File: src/rtl/plot_buffer.sv
// plot_buffer
// -----------
// Small FIFO that sits between a drawing engine and a VGA adapter. Pixel
// requests from the engine are queued and then issued to the adapter as
// single-cycle write strobes, one per clock, whenever hold is low.
//
// Optional feature (macro PLOT_BUFFER_CLIP_EN):
//   defined   - pixels outside 0..159 / 0..119 are discarded on acceptance
//               and counted in drop_count (saturating at 0xFFFF).
//   undefined - every accepted pixel is queued with in_x[7:0] / in_y[6:0],
//               and drop_count is tied to 0.
//
// Parameters:
//   DEPTH      FIFO entry count, power of two from 2 to 64 (default 8)
//
// Ports:
//   clk        system clock (50 MHz)
//   rst        synchronous active-high reset
//   in_x       signed 9-bit pixel x from the drawing engine
//   in_y       signed 8-bit pixel y
//   in_colour  3-bit pixel colour
//   in_valid   a pixel request is present
//   in_ready   request can be accepted this cycle (FIFO not full)
//   hold       while high, no pixel is issued to the adapter
//   vga_x      x to the adapter (0..159)
//   vga_y      y to the adapter (0..119)
//   vga_colour colour to the adapter
//   vga_plot   single-cycle write strobe to the adapter
//   drop_count number of clipped pixels
//   idle       FIFO empty and no strobe in flight

module plot_buffer #(
  parameter int DEPTH = 8
) (
  input  logic        clk,
  input  logic        rst,
  input  logic [8:0]  in_x,
  input  logic [7:0]  in_y,
  input  logic [2:0]  in_colour,
  input  logic        in_valid,
  output logic        in_ready,
  input  logic        hold,
  output logic [7:0]  vga_x,
  output logic [6:0]  vga_y,
  output logic [2:0]  vga_colour,
  output logic        vga_plot,
  output logic [15:0] drop_count,
  output logic        idle
);

  localparam int AW = $clog2(DEPTH);
  localparam logic [AW:0] FULL = (AW+1)'(DEPTH);

  logic [17:0]   mem [DEPTH];
  logic [AW-1:0] wr_ptr;
  logic [AW-1:0] rd_ptr;
  logic [AW:0]   count;

  logic        accept;
  logic        in_range;
  logic        push;
  logic        pop;
  logic [17:0] in_word;

  // Ready depends only on occupancy (and reset), so a same-cycle pop never
  // lets a new pixel push through a full FIFO.
  assign in_ready = ~rst & (count != FULL);
  assign accept   = in_valid & in_ready;
  assign pop      = ~hold & (count != '0);
  assign push     = accept & in_range;
  assign in_word  = {in_x[7:0], in_y[6:0], in_colour};
  assign idle     = rst | ((count == '0) & ~vga_plot);

`ifdef PLOT_BUFFER_CLIP_EN
  // Sign bit clear plus an upper-bound test gives the signed range check.
  assign in_range = ~in_x[8] & (in_x[7:0] <= 8'd159) &
                    ~in_y[7] & (in_y[6:0] <= 7'd119);

  always_ff @(posedge clk) begin
    if (rst) begin
      drop_count <= '0;
    end else if (accept && !in_range && drop_count != 16'hFFFF) begin
      drop_count <= drop_count + 16'd1;
    end
  end
`else
  logic unused_sign_bits;

  assign in_range         = 1'b1;
  assign drop_count       = '0;
  assign unused_sign_bits = in_x[8] ^ in_y[7];
`endif

  // Storage is left unreset so it can map onto distributed RAM; the
  // pointers and occupancy alone define which entries are live.
  always_ff @(posedge clk) begin
    if (push) begin
      mem[wr_ptr] <= in_word;
    end
  end

  always_ff @(posedge clk) begin
    if (rst) begin
      wr_ptr     <= '0;
      rd_ptr     <= '0;
      count      <= '0;
      vga_x      <= '0;
      vga_y      <= '0;
      vga_colour <= '0;
      vga_plot   <= 1'b0;
    end else begin
      if (push) begin
        wr_ptr <= wr_ptr + 1'b1;
      end

      if (pop) begin
        {vga_x, vga_y, vga_colour} <= mem[rd_ptr];
        rd_ptr   <= rd_ptr + 1'b1;
        vga_plot <= 1'b1;
      end else begin
        vga_plot <= 1'b0;
      end

      case ({push, pop})
        2'b10:   count <= count + 1'b1;
        2'b01:   count <= count - 1'b1;
        default: count <= count;
      endcase
    end
  end

endmodule

File: config.mk
export PLATFORM = sky130hd
export DESIGN_NAME = plot_buffer
export DESIGN_NICKNAME = d
export VERILOG_FILES = /design/src/rtl/plot_buffer.sv
export SDC_FILE = /design/constraint.sdc
export NUM_CORES = 1
export LEC_CHECK = 0
export ABC_AREA = 1
export CORE_AREA = 2 2 117 119
export DETAILED_ROUTE_END_ITERATION = 7
export DIE_AREA = 0 0 119 121
export GPL_ROUTABILITY_DRIVEN = 0
export GPL_TIMING_DRIVEN = 0
export PLACE_DENSITY = 0.78
export SYNTH_ARGS = -nofsm -noshare
export SYNTH_HDL_FRONTEND = slang
export SYNTH_SLANG_ARGS = --single-unit
File: constraint.sdc
create_clock -name clk -period 5 [get_ports clk]
set_input_delay 0.5 -clock clk [delete_from_list [all_inputs] [get_ports clk]]
set_output_delay 0.5 -clock clk [all_outputs]
set_load 0.05 [all_outputs]
### Word-level counts from Yosys, hierarchy flattened

Memory sizes are Yosys's and may differ from the RTL's. A register that Yosys moved wholly into a read port is not among the register bits.
Cells that the tools add are included.

* logic and storage cells: 27
* memories: 1
* RAM bits: 144
* ROM bits: 0
* bits in latches: 0
* register bits after elaboration: 11
* bits of input ports: 24
* output and inout port bits: 37

* bitwise operators: 8
* div/mod/pow operators: 0
* multiplexer cells: 4
* reductions and logical operators: 3
* equal/unequal tests: 3
* shift operators: 0
* $add $sub $neg: 4
* multipliers: 0
* magnitude comparators: 0

Memories
* mem: depth 8, bits a word 18, read ports 1, clocked after memory_dff 1, write ports 1, line 54 `logic [17:0] mem [DEPTH];`

Operators by type and width (number)
* $pmux W4 S2: 1
* $add A3 B1 Y3 const B: 2
* $add A4 B1 Y4 const B: 1
* $and A1 B1 Y1: 4
* $logic_not A4 Y1: 1
* $ne A4 B4 Y1 const B: 1
* $reduce_bool A4 Y1: 1
* $sub A4 B1 Y4 const B: 1
* $mux W1: 3
* $not A1 Y1: 3
* $eq A2 B1 Y1 const B: 1
* $eq A2 B2 Y1 const B: 1
* $reduce_bool A2 Y1: 1
* $or A1 B1 Y1: 1

### Depth between registers and ports, before layout

* word-level depth: 5
* depth in mapped cells: 15
* mapped depth without buffers: 14

### Worst setup path before layout

OpenSTA, ideal clock, no wires.

* path type: in2reg
* start point: input rst
* end point: memory mem[0][0], enable pin
* buffers on the path: 1
* cell stages on the path: 4
* path slack: 2.330 ns
* required time: 4.584 ns
* library setup time: 0.416 ns
* arrival: 2.255 ns
* cell sequence: inv_1 -> nand3_1 -> buf_2 -> nor3_1

* word-level cells in the longest chain between the ends: 5

RTL lines
* start: declaration: line 36 `input logic rst,`
* $not A1 Y1: line 67 `assign in_ready = ~rst & (count != FULL);`
* $and A1 B1 Y1: line 67
* $and A1 B1 Y1: line 68 `assign accept = in_valid & in_ready;`
* $mux W1: line 97 `if (push) begin`
* $mux W1 (implied by the code): line 98 `mem[wr_ptr] <= in_word;`
* end: declaration: line 54

Every way passes these cells.

### Worst setup path after layout

* start point: input rst
* end point: memory mem[1][6], enable pin

The elaborated chain is that of the path after synthesis.

==> run_results.csv <==
group,metric,value,unit
status,status,"complete, no violations",
cells_and_area,multi_input_area,0.00182,mm²
setup_path,cp.required,5.13,ns
detailed_routing,drt_iter0_drc,597,
floorplanning,fp.dieH,121,µm
placed_design,io_buffers,42,
detailed_routing,dr.pass1.iters,5,
min_path,hp-start,"vga_x[7]$_SDFFE_PP0P_",
cells_and_area,drive_above_1_share,10.9,%
clock_tree,clock_sinks,173,
floorplanning,start_util,56.8,%
power,peakVddDrop,0.230,mV
clock_tree,postCtsSetupBuffers,0,
power,power.density,508,mW/mm²
clock_tree,numCtsBuffers,17,
sta,relSlewSlack,29.5,%
clock_tree,h-tree-depth,4,
setup_path,r2r_end,"mem[1][6]$_DFFE_PP_",
setup_path,reg2reg_slack,2.52,ns
logic_synthesis,seq_area_frac_synth,66.0,%
floorplanning,dieArea,0.0144,mm²
sta,skew,0.00578,ns
cells_and_area,regArea,0.00490,mm²
floorplanning,die_w,119,µm
clock_tree,cts.root.buffer_cell,"clkbuf_16",
clock_tree,cts_resized,0,
setup_path,path_depth,6,
sta,tightest_slew,1.05,ns
global_route,track_usage,26.6,%
sta,finalSetupTns,0,ns
sta,setup_viol,0,
global_route,grt_max_degree,17,
global_route,antenna_found_initial,0,
setup_path,critPathSlowestCell,"nor3_2",
min_path,hold_class,"register to register",
logic_synthesis,avgSynthCellArea,10.1,µm²
cells_and_area,fillers,895,
detailed_routing,drc,0,
placed_design,dp_hpwl,12100,µm
flow_run,drv_cap,0,
power,power.leakage,0.00381,µW
cells_and_area,diodes,0,
logic_synthesis,ys_ff_latch,173,
min_path,hold_end,"vga_x[7]$_SDFFE_PP0P_",
cells_and_area,final_cell_mix,"210 x nand2_1, 144 x edfxtp_1, 124 x inv_1",
setup_path,reg2reg_from,"count[0]$_SDFFE_PP0P_",
setup_path,reg2reg_depth,6,
placed_design,post_dp_cell_area,0.00830,mm²
cells_and_area,layout_commonest_cell,"nand2_1",
sta,maxSlewViolCount,0,
detailed_routing,ant_nets,0,
setup_path,critPathBufInv,4,
detailed_routing,wl,18600,µm
cells_and_area,design_area,0.00895,mm²
detailed_routing,via_count,5501,
logic_synthesis,synthCells,738,
clock_tree,cts.path.max_buffers,2,
sta,hold_viol_final,0,
sta,rsz0062_at_grt,"no",
global_route,gr-total-overflow,0,
clock_tree,cts_tree,"built",
sta,fin_crit_sh,55.9,%
floorplanning,core_area,0.0131,mm²
setup_path,max_stage_delay,0.82,ns
sta,finalCriticalPeriod,2.80,ns
cells_and_area,synthToLayoutAreaGrowth,20.6,%
detailed_routing,via_per_inst,5.43,
global_route,grt_pass1_vias,5497,
detailed_routing,wl_per_cell,18.3,µm
global_route,grt_pass1_wl,28400,µm
sta,fmax,358,MHz
logic_synthesis,synth.distinct_cells,22,
setup_path,critical_path.top_delay_family,"buffers and inverters",
logic_synthesis,yosys_warnings,0,
floorplanning,pin_count,61,
clock_tree,clkTransAtPathRegs,0.06,ns
logic_synthesis,netlist_area,0.00743,mm²
floorplanning,rows,42,
clock_tree,postCtsHoldBufs,0,
setup_path,worstPathMaxFanout,11,
setup_path,critPathKind,"input pin to register",
clock_tree,clock_latency,0.43,ns
setup_path,end_kind,"register",
cells_and_area,final_net_count,854,
setup_path,crit_chain,"clkdlybuf4s50_1 > inv_1 > nand3_1 > buf_2 > nor3_2 > buf_6",
setup_path,start_kind,"input pin",
setup_path,critPathArrivalTime,2.92,ns
min_path,hold_depth,2,
-- state kept, by name, summed over array words and instances (netlist names) --
| signal | cells |
|---|---|
| count | 4 |
| rd_ptr | 3 |
| vga_plot | 1 |
| vga_x | 8 |
| vga_y | 7 |
| mem | 144 |
| wr_ptr | 3 |
| vga_colour | 3 |
-- metal layers --
layer | vias to the layer above | routed length, µm | part of all wire, % | track usage (%)
li1 | 2533 | - | - | -
met1 | 2618 | 6950 | 37 | 31.7
met2 | 304 | 9350 | 50 | 45.9
met3 | 46 | 1750 | 9.4 | 5.97
met4 | 0 | 549 | 3.0 | 13.2
met5 | - | 0 | 0 | 0
-- logic make-up (layout without fill, tap and decap cells) --
logic type | count (synthesis) | count (layout) | synth area share [%]
adders and majority gates | 5 | 5 | 0.842
AOI/OAI and AO/OA | 36 | 36 | 2.44
xor gates and xnor gates | 3 | 3 | 0.354
other | 1 | 16 | 0.0505
buffers and inverters | 176 | 261 | 10.7
and+or+nand+nor | 344 | 344 | 19.5
DFF | 173 | 173 | 66.0
-- worst max-delay path by stage --
stage	endpoint	slack, ns	from
2_1_floorplan	mem[0][0]$_DFFE_PP_	2.33	rst
3_3_place_gp	mem[6][9]$_DFFE_PP_	0.43	rst
3_5_place_dp	mem[1][11]$_DFFE_PP_	1.80	rst
4_1_cts	mem[1][5]$_DFFE_PP_	2.20	rst
5_1_grt	mem[1][5]$_DFFE_PP_	2.07	rst
6_report	mem[1][6]$_DFFE_PP_	2.20	rst
-- power breakdown --
part           switching [µW]  internal, µW  total (µW)  leakage (µW)
sequential               55.6          1660        1720       0.00154
combinational             955           424        1380       0.00195
clock                     523           927        1450      0.000323
-- synth_stat cells, drive strengths merged --
master  instances  area share, %
dfxtp          29            7.8
buf            40            3.9
nor3            9           0.61
xor2            1           0.12
edfxtp        144             58
nor2            8           0.40
inv           126            6.4
nand3         115            7.7
clkinv          1          0.050
and3            1          0.084
o21ai          10           0.67
a31oi           1          0.084
clkbuf          9           0.45
a21oi          25            1.7
ha              5           0.84
xnor2           2           0.24
nand2         211             11
conb            1          0.050
-- area by class of cell --
cell class	instances	share of cell area, %
Sequential cell	173	54.8
Multi-Input combinational cell	404	20.3
Timing Repair Buffer	53	6.25
Inverter	127	5.32
Clock buffer	17	4.75
Buffer	49	3.58
Clock inverter	15	2.52
Tap cell	176	2.46
-- stage by stage --
| stage | worst slack, ns | util [%] | total power [µW] | instances | hold WS [ns] |
|---|---|---|---|---|---|
| floorplan | 2.33 | - | 2640 | 753 | 0.492 |
| global placement | 0.425 | 62.1 | 3020 | 971 | 0.456 |
| detailed placement | 1.80 | 63.5 | 3090 | 982 | 0.456 |
| CTS | 2.20 | 68.4 | 4530 | 1014 | 0.466 |
| global route | 2.07 | 68.4 | 4710 | 1014 | 0.492 |
| finish | 2.20 | 68.4 | 4550 | 1014 | 0.465 |
-- worst reg2reg max path, delay by kind of cell (launching register included) --
kind	cells	cell delay, ns
simple gates	4	1.18
flops	1	0.41
buf+inv	2	0.58
Note: power is estimated with default switching activity, not from simulation.
